`config.mk`:
```
export PLATFORM = sky130hd
export DESIGN_NAME = apb_slave_regs
export DESIGN_NICKNAME = d
export VERILOG_FILES = /design/src/rtl/apb_defines.sv /design/src/rtl/apb_regfile.sv /design/src/rtl/apb_slave_regs.sv
export SDC_FILE = /design/constraint.sdc
export NUM_CORES = 1
export LEC_CHECK = 0
export CAP_MARGIN = 25
export CORE_MARGIN = 1
export CORE_UTILIZATION = 45
export CTS_BUF_LIST = sky130_fd_sc_hd__clkbuf_2
export DETAILED_ROUTE_END_ITERATION = 10
export PLACE_DENSITY = 0.64
export SLEW_MARGIN = 20
export SYNTH_ARGS = -nofsm -noshare
export SYNTH_HDL_FRONTEND = slang
export SYNTH_SLANG_ARGS = --single-unit
```
`constraint.sdc`:
```
create_clock -name clk -period 54.3 [get_ports clk]
set_input_delay 16.29 -clock clk [delete_from_list [all_inputs] [get_ports clk]]
set_output_delay 16.29 -clock clk [all_outputs]
set_load 0.1 [all_outputs]
```
`src/rtl/apb_defines.sv`:
```
// Shared APB definitions: slave FSM encoding, master slave count, wait-counter width
// and a small address-decode helper.
package apb_defines;

  typedef enum logic {
    ST_IDLE   = 1'b0,
    ST_ACCESS = 1'b1
  } apb_state_e;

  localparam int TOTAL_SLAVE = 4;
  localparam int WAIT_W      = 4;

  function automatic logic addr_misaligned(input logic [1:0] lsb);
    return (lsb != 2'b00);
  endfunction

endpackage

```
`src/rtl/apb_regfile.sv`:
```
// Word register array: one write port, one combinational read port and a tap of
// register 0 for use as a live control word.
module apb_regfile #(
  parameter int DATA_WIDTH = 32,
  parameter int NUM_REGS   = 16,
  parameter int IDX_W      = 4
) (
  input  logic                  clk,
  input  logic                  rst,
  input  logic                  we,
  input  logic [IDX_W-1:0]      widx,
  input  logic [DATA_WIDTH-1:0] wdata,
  input  logic [IDX_W-1:0]      ridx,
  output logic [DATA_WIDTH-1:0] rdata,
  output logic [DATA_WIDTH-1:0] reg0
);

  logic [DATA_WIDTH-1:0] r_mem [NUM_REGS];

  always_ff @(posedge clk or posedge rst) begin
    if (rst) begin
      for (int i = 0; i < NUM_REGS; i++) begin
        r_mem[i] <= '0;
      end
    end else if (we) begin
      r_mem[widx] <= wdata;
    end
  end

  assign rdata = r_mem[ridx];
  assign reg0  = r_mem[0];

endmodule

```
`src/rtl/apb_slave_regs.sv`:
```
// APB slave register bank with a fixed number of wait states per access.
// Setup latches index, direction and error; completion happens once the wait count drains.
module apb_slave_regs
  import apb_defines::*;
#(
  parameter int DATA_WIDTH  = 32,
  parameter int ADDR_WIDTH  = 8,
  parameter int NUM_REGS    = 16,
  parameter int WAIT_STATES = 0
) (
  input  logic                  clk,
  input  logic                  rst,
  input  logic                  psel,
  input  logic                  penable,
  input  logic                  pwrite,
  input  logic [ADDR_WIDTH-1:0] paddr,
  input  logic [DATA_WIDTH-1:0] pwdata,
  output logic [DATA_WIDTH-1:0] prdata,
  output logic                  pready,
  output logic                  pslverr,
  output logic [DATA_WIDTH-1:0] reg0_q
);

  localparam int RIDX_W = (NUM_REGS > 1) ? $clog2(NUM_REGS) : 1;
  localparam logic [ADDR_WIDTH:0]   REG_LIMIT = (ADDR_WIDTH + 1)'(NUM_REGS);
  localparam logic [WAIT_W-1:0]     WAIT_INIT = WAIT_W'(WAIT_STATES);

  apb_state_e            r_state, w_state_nxt;
  logic [WAIT_W-1:0]     r_wait_cnt, w_wait_cnt_nxt;
  logic [RIDX_W-1:0]     r_idx, w_idx_nxt;
  logic                  r_write, w_write_nxt;
  logic                  r_err, w_err_nxt;
  logic                  w_addr_err;
  logic                  w_ready;
  logic                  w_we;
  logic [DATA_WIDTH-1:0] w_rdata;

  // Full-width range compare so an index beyond the register count is caught before truncation.
  assign w_addr_err = addr_misaligned(paddr[1:0]) ||
                      ({3'b000, paddr[ADDR_WIDTH-1:2]} >= REG_LIMIT);

  always_ff @(posedge clk or posedge rst) begin
    if (rst) begin
      r_state    <= ST_IDLE;
      r_wait_cnt <= '0;
      r_idx      <= '0;
      r_write    <= 1'b0;
      r_err      <= 1'b0;
    end else begin
      r_state    <= w_state_nxt;
      r_wait_cnt <= w_wait_cnt_nxt;
      r_idx      <= w_idx_nxt;
      r_write    <= w_write_nxt;
      r_err      <= w_err_nxt;
    end
  end

  always_comb begin
    w_state_nxt    = r_state;
    w_wait_cnt_nxt = r_wait_cnt;
    w_idx_nxt      = r_idx;
    w_write_nxt    = r_write;
    w_err_nxt      = r_err;
    case (r_state)
      ST_IDLE: begin
        if (psel && !penable) begin
          w_state_nxt    = ST_ACCESS;
          w_wait_cnt_nxt = WAIT_INIT;
          w_idx_nxt      = paddr[RIDX_W+1:2];
          w_write_nxt    = pwrite;
          w_err_nxt      = w_addr_err;
        end else begin
          w_state_nxt = ST_IDLE;
        end
      end
      ST_ACCESS: begin
        // Losing psel aborts the transfer, even mid-count.
        if (!psel) begin
          w_state_nxt    = ST_IDLE;
          w_wait_cnt_nxt = '0;
        end else if (r_wait_cnt != '0) begin
          w_wait_cnt_nxt = r_wait_cnt - 4'd1;
        end else if (penable) begin
          w_state_nxt = ST_IDLE;
        end else begin
          w_state_nxt = ST_ACCESS;
        end
      end
      default: begin
        w_state_nxt    = ST_IDLE;
        w_wait_cnt_nxt = '0;
      end
    endcase
  end

  always_comb begin
    w_ready = (r_state == ST_ACCESS) && (r_wait_cnt == '0);
    w_we    = w_ready && psel && penable && r_write && !r_err;
    pready  = w_ready;
    pslverr = w_ready && r_err;
    if (w_ready && !r_write && !r_err) begin
      prdata = w_rdata;
    end else begin
      prdata = '0;
    end
  end

  apb_regfile #(
    .DATA_WIDTH (DATA_WIDTH),
    .NUM_REGS   (NUM_REGS),
    .IDX_W      (RIDX_W)
  ) u_regfile (
    .clk   (clk),
    .rst   (rst),
    .we    (w_we),
    .widx  (r_idx),
    .wdata (pwdata),
    .ridx  (r_idx),
    .rdata (w_rdata),
    .reg0  (reg0_q)
  );

endmodule

```
== After elaboration in Yosys (flattened, before gate mapping) ==
Index checks and enable logic that the tools add are counted.
Widths: inputs -> output; s select.

* Bits in registers: 523

* $add $sub $neg: 1
* $lt $le $gt $ge: 3
* Equal/unequal tests: 2
* Multiplexer cells: 16
* Bitwise logic cells: 2
* Reductions and logical operators: 19

{| class="wikitable"
|+ Operators with widths
! operator !! number
|-
| $bwmux 512 || 1
|-
| $bmux 32 s4 || 1
|-
| $demux 32 s4 || 1
|-
| $mux 32 || 4
|-
| $mux 4 || 3
|-
| $logic_and 1x1->1 || 10
|-
| $pmux 4 s2 || 1
|-
| $ge 6x5->1 const B || 1
|-
| $ge 5x5->1 const B || 1
|-
| $lt 5x1->1 const B || 1
|-
| $not 4->5 || 1
|-
| $logic_not 4->1 || 1
|-
| $mux 1 || 4
|-
| $reduce_and 2->1 || 2
|-
| $reduce_bool 4->1 || 1
|-
| $sub 4x1->4 const B || 1
|-
| $logic_not 1->1 || 3
|-
| $ne 3x2->1 const B || 1
|-
| $ne 2x2->1 const B || 1
|-
| $pmux 1 s2 || 1
|-
| $reduce_bool 2->1 || 1
|-
| $logic_or 1x1->1 || 1
|-
| $not 1->1 || 1
|}

== Longest topological paths before layout ==
* Word-level depth: 6
* Mapped depth: 8
* Depth with buffers taken out: 6

== Modules after synthesis ==
Synthesis repeated with hierarchy kept, for this count alone.

* Cells, all modules: 1527
* Area, all modules: 24004.3 µm²

{| class="wikitable"
|+ By module, submodules not included
! module !! times used !! cells each !! area an instance (µm²) !! seq. area each (µm²)
|-
| apb_regfile || 1 || 1442 || 23186.0 || 12812.3
|-
| apb_slave_regs || 1 || 85 || 818.3 || 275.3
|}

== Worst setup path after synthesis ==
Ideal clock, no wire load.

* Kind: flip-flop to output port
* From: register r_wait_cnt[0]
* To: output prdata[29]
* Data arrival time: 3.395 ns
* Data required time: 38.010 ns
* Setup slack: 34.615 ns
* Cell stages (with the launch flop): 9
* Cell sequence: dfrtp_1 -> inv_1 -> ha_1 -> or3b_1 -> buf_2 -> nor4b_1 -> nand2b_1 -> clkbuf_1 -> o22ai_1

* Cells in the longest elaborated chain, start to end: 5

{| class="wikitable"
|+ Ends and longest elaborated chain
! element !! RTL line !! text
|-
| start, declared || apb_slave_regs.sv:29 || <nowiki>logic [WAIT_W-1:0] r_wait_cnt, w_wait_cnt_nxt;</nowiki>
|-
| start signal, assigned || apb_slave_regs.sv:51 || <nowiki>r_wait_cnt <= w_wait_cnt_nxt;</nowiki>
|-
| $logic_not 4->1 || apb_slave_regs.sv:97 || <nowiki>w_ready = (r_state == ST_ACCESS) && (r_wait_cnt == '0);</nowiki>
|-
| $logic_and 1x1->1 || apb_slave_regs.sv:97 ||
|-
| $logic_and 1x1->1 (2 in a row) || apb_slave_regs.sv:101 || <nowiki>if (w_ready && !r_write && !r_err) begin</nowiki>
|-
| $mux 32 || apb_slave_regs.sv:101 ||
|-
| end, declared || apb_slave_regs.sv:18 || <nowiki>output logic [DATA_WIDTH-1:0] prdata,</nowiki>
|}

No other way between the ends.

== Worst setup path after layout ==
* From: register r_idx[1]
* To: output prdata[30]

* Cells in the longest elaborated chain, start to end: 5

{| class="wikitable"
|+ Ends and longest elaborated chain
! element !! RTL line !! text
|-
| start, declared || apb_slave_regs.sv:30 || <nowiki>logic [RIDX_W-1:0] r_idx, w_idx_nxt;</nowiki>
|-
| start signal, assigned || apb_slave_regs.sv:52 || <nowiki>r_idx <= w_idx_nxt;</nowiki>
|-
| $not 4->5 (implied by the code) || apb_regfile.sv:30 || <nowiki>assign rdata = r_mem[ridx];</nowiki>
|-
| $bmux 32 s4 || apb_regfile.sv:30 ||
|-
| $mux 32 (implied by the code) (2 in a row) || apb_regfile.sv:30 ||
|-
| $mux 32 || apb_slave_regs.sv:101 ||
|}

No other way between the ends. The select of a mux whose other input is x is not followed.

==> results_dict.tcl <==
set metrics [dict create \
    yosys-top-cells-count "523 x sky130_fd_sc_hd__dfrtp_1, 512 x sky130_fd_sc_hd__mux2_2, 128 x sky130_fd_sc_hd__mux4_2" \
    netlist-cell-type-count 31 \
    placement_rows 83 \
    grt_first_pass_wirelength_um 84800 \
    ys_top_cells_by_area "sky130_fd_sc_hd__dfrtp_1 55%, sky130_fd_sc_hd__mux2_2 24%, sky130_fd_sc_hd__mux4_2 12%" \
    grtUsageTotal 0.208 \
    io_buffers 110 \
    postRouteWirelength_um 53000 \
    cp.required_ps 38010 \
    flow.area_growth_from_synthesis_pct 11.7 \
    detail_route.iter0.violations 663 \
    vias 13416 \
    tritoncts "done" \
    via_count_of_the_first_global_routing_pass 14771 \
    p_leak_uw 0.0132 \
    rsz0062_at_grt "no" \
    ir_worst_vdd_mv 0.0173 \
    tns_ps 0 \
    route.detailed.wl_per_inst_um 22.2 \
    number_of_cells_on_the_worst_reg_to_reg_path 5 \
    timing.critical_path.arrival_ps 6200 \
    floorplan.core_area_sq_mm 0.0518 \
    min_path_cells 1 \
    die_height_um 232 \
    final_count_of_negative_setup_slack_endpoints 0 \
    regToRegEndpoint "u_regfile.r_mem[167]$_DFFE_PP0P_" \
    cts_hold_repair.buffers 0 \
    mean_syn_cell_area_sq_um 16.0 \
    io_pins 111 \
    startpoint_of_the_most_critical_setup_path "r_idx[1]$_DFFE_PP0P_" \
    clock-root-buffer "sky130_fd_sc_hd__clkbuf_2" \
    synthMostInstantiatedCell "sky130_fd_sc_hd__dfrtp_1" \
    clock_path_buffers 3 \
    detailed_place_hpwl_um 29500 \
    syn_nets 1532 \
    cts.clk_slew.worst_paths_ps 110 \
    final_core_util 0.514 \
    relSlewSlack 0.314 \
    seq_area_frac_synth 0.549 \
    r2r_setup_slack_ps 50370 \
    synth-warning-count 0 \
    critical_path_class "flop to output port" \
    cts-resized-gates 0 \
    synth-seq-cells 523 \
    dpl_worst_slack_ps 32960 \
    layout.nets 1649 \
    achievable_frequency_mhz 44.5 \
    fin_ws_ps 31810 \
    initial_antenna_violation_count 2 \
    synth_area_sq_mm 0.0238 \
    synth_top_cell_by_area "sky130_fd_sc_hd__dfrtp_1" \
    clock-skew-final_ps 74.1 \
    timing.final.max_slew_violations 0 \
    min_path_type "flop to flop" \
    postSynthCellCount 1486 \
    grt-ovfl-total 0 \
    initial_core_util 0.460 \
    run_status "finished, final reports clean" \
    floorplan.die_area_sq_mm 0.0539 \
    end_kind "output port" \
    maxCapViolations 0 \
    place.gp.congestion 0.714 \
    synth_async_sr_flop_share 1.00 \
    vias_per_cell 5.63 \
    timing_worst_slew_pin_value_ps 1030 \
    ant_nets 0 \
    clkSinkCount 523 \
    endpoint "prdata[30]" \
    worst-path-max-fanout 47 \
    worstReg2RegStart "r_idx[1]$_DFFE_PP0P_" \
    route.detailed.drc 0 \
    final_layout_size_suffix_gt1_frac 0.533 \
    power_density_mw_per_mm2 28.3 \
    finalHoldViolations 0 \
    fin_total_pwr_uw 754 \
    critPathLaunchType "flop" \
    yosys_most_used_dff "sky130_fd_sc_hd__dfrtp_1" \
    fin_crit_ps 22490 \
    clock_insertion_delay_worst_skew_ps 1260 \
    die_x_um 232 \
    drt_first_pass_iters 4 \
    tritoncts.num_buffers 141 \
    grt_max_degree 171 \
    synth-edff-count 0 \
    part_of_the_cycle_the_worst_path_needs 0.414 \
    synth_top_area_share 0.549 \
    cts_htree_levels 4 \
    post_cts.repair.setup_buffers 0 \
]
[cell usage in the layout, fill, tap and decap left out, drive strengths merged]
| cell type | instances |
|---|---|
| nor2b | 3 |
| mux2i | 63 |
| o22ai | 31 |
| mux4 | 128 |
| dfrtp | 523 |
| and3 | 1 |
| a21oi | 5 |
| clkinvlp | 3 |
| nand4 | 1 |
| clkinv | 23 |
| buf | 22 |
| or3b | 1 |
| nor3b | 2 |
| nor2 | 4 |
| nand3 | 4 |
| inv | 6 |
| and2 | 1 |
| diode | 4 |
| o21ai | 5 |
| nor4 | 5 |
| clkdlybuf4s50 | 110 |
| clkbuf | 207 |
| nand2 | 20 |
| bufinv | 4 |
| ha | 1 |
| nand2b | 3 |
| mux2 | 519 |
| nor4b | 2 |
| xnor2 | 2 |
[sequential cells by signal (all words and copies together) (netlist names)]
signal	flops
r_idx	4
r_state	1
r_write	1
r_err	1
r_wait_cnt	4
u_regfile.reg0	32
u_regfile.r_mem	480
[worst min-delay path by stage]
stage                                     start                                to  slack [ps]
2_1_floorplan   u_regfile.r_mem[17]$_DFFE_PP0P_   u_regfile.r_mem[17]$_DFFE_PP0P_         460
3_3_place_gp    u_regfile.r_mem[23]$_DFFE_PP0P_   u_regfile.r_mem[23]$_DFFE_PP0P_         470
3_5_place_dp    u_regfile.r_mem[24]$_DFFE_PP0P_   u_regfile.r_mem[24]$_DFFE_PP0P_         480
4_1_cts         u_regfile.r_mem[24]$_DFFE_PP0P_   u_regfile.r_mem[24]$_DFFE_PP0P_         500
5_1_grt        u_regfile.r_mem[417]$_DFFE_PP0P_  u_regfile.r_mem[417]$_DFFE_PP0P_         510
6_report        u_regfile.r_mem[23]$_DFFE_PP0P_   u_regfile.r_mem[23]$_DFFE_PP0P_         490
[area by class of cell]
cell class | count | area [sq um]
Clock buffer | 207 | 1040
Multi-Input combinational cell | 801 | 10000
Sequential cell | 523 | 13100
Timing Repair Buffer | 132 | 1340
Fill cell | 4366 | 25200
Antenna cell | 4 | 10.0
Tap cell | 680 | 851
Inverter | 4 | 22.5
Clock inverter | 32 | 241
[worst max-delay path, stage by stage, from the launching register on]
cell,delay [ps]
sky130_fd_sc_hd__dfrtp_4,1040
sky130_fd_sc_hd__buf_4,820
sky130_fd_sc_hd__buf_4,870
sky130_fd_sc_hd__mux4_2,350
sky130_fd_sc_hd__mux2_2,140
sky130_fd_sc_hd__o21ai_0,70
sky130_fd_sc_hd__a21oi_1,340
sky130_fd_sc_hd__clkdlybuf4s50_1,1210
[kinds of logic after synthesis]
kind of cell	share of synthesized area
and+or+nand+nor	0.0128
muxes	0.393
adders and majority gates	0.000525
DFF	0.549
xor gates and xnor gates	0.000735
AOI/OAI and AO/OA	0.0102
buffers and inverters	0.0342
[power breakdown]
part           leakage (uW)  total [uW]  internal (uW)  switching (uW)
clock network      0.000964         281            120             161
logic               0.00500        67.9           28.5            39.5
registers           0.00728         405            395            10.6
[metal layers]
| layer | part of all wire | global-route usage | vias to the layer above |
|---|---|---|---|
| li1 | - | - | 5840 |
| met1 | 0.44 | 0.272 | 7197 |
| met2 | 0.48 | 0.327 | 268 |
| met3 | 0.046 | 0.0499 | 109 |
| met4 | 0.026 | 0.0970 | 2 |
| met5 | 0.00025 | 0 | - |
[through the flow]
stage	hold WS [ps]	area, sq um	std cells
after global placement	469	25200	2137
after floorplan	459	23800	1486
final	494	26600	2383
after CTS	500	26600	2378
after detailed placement	477	25300	2139
after global routing	513	26600	2380
(Power assumes the default switching activity.)
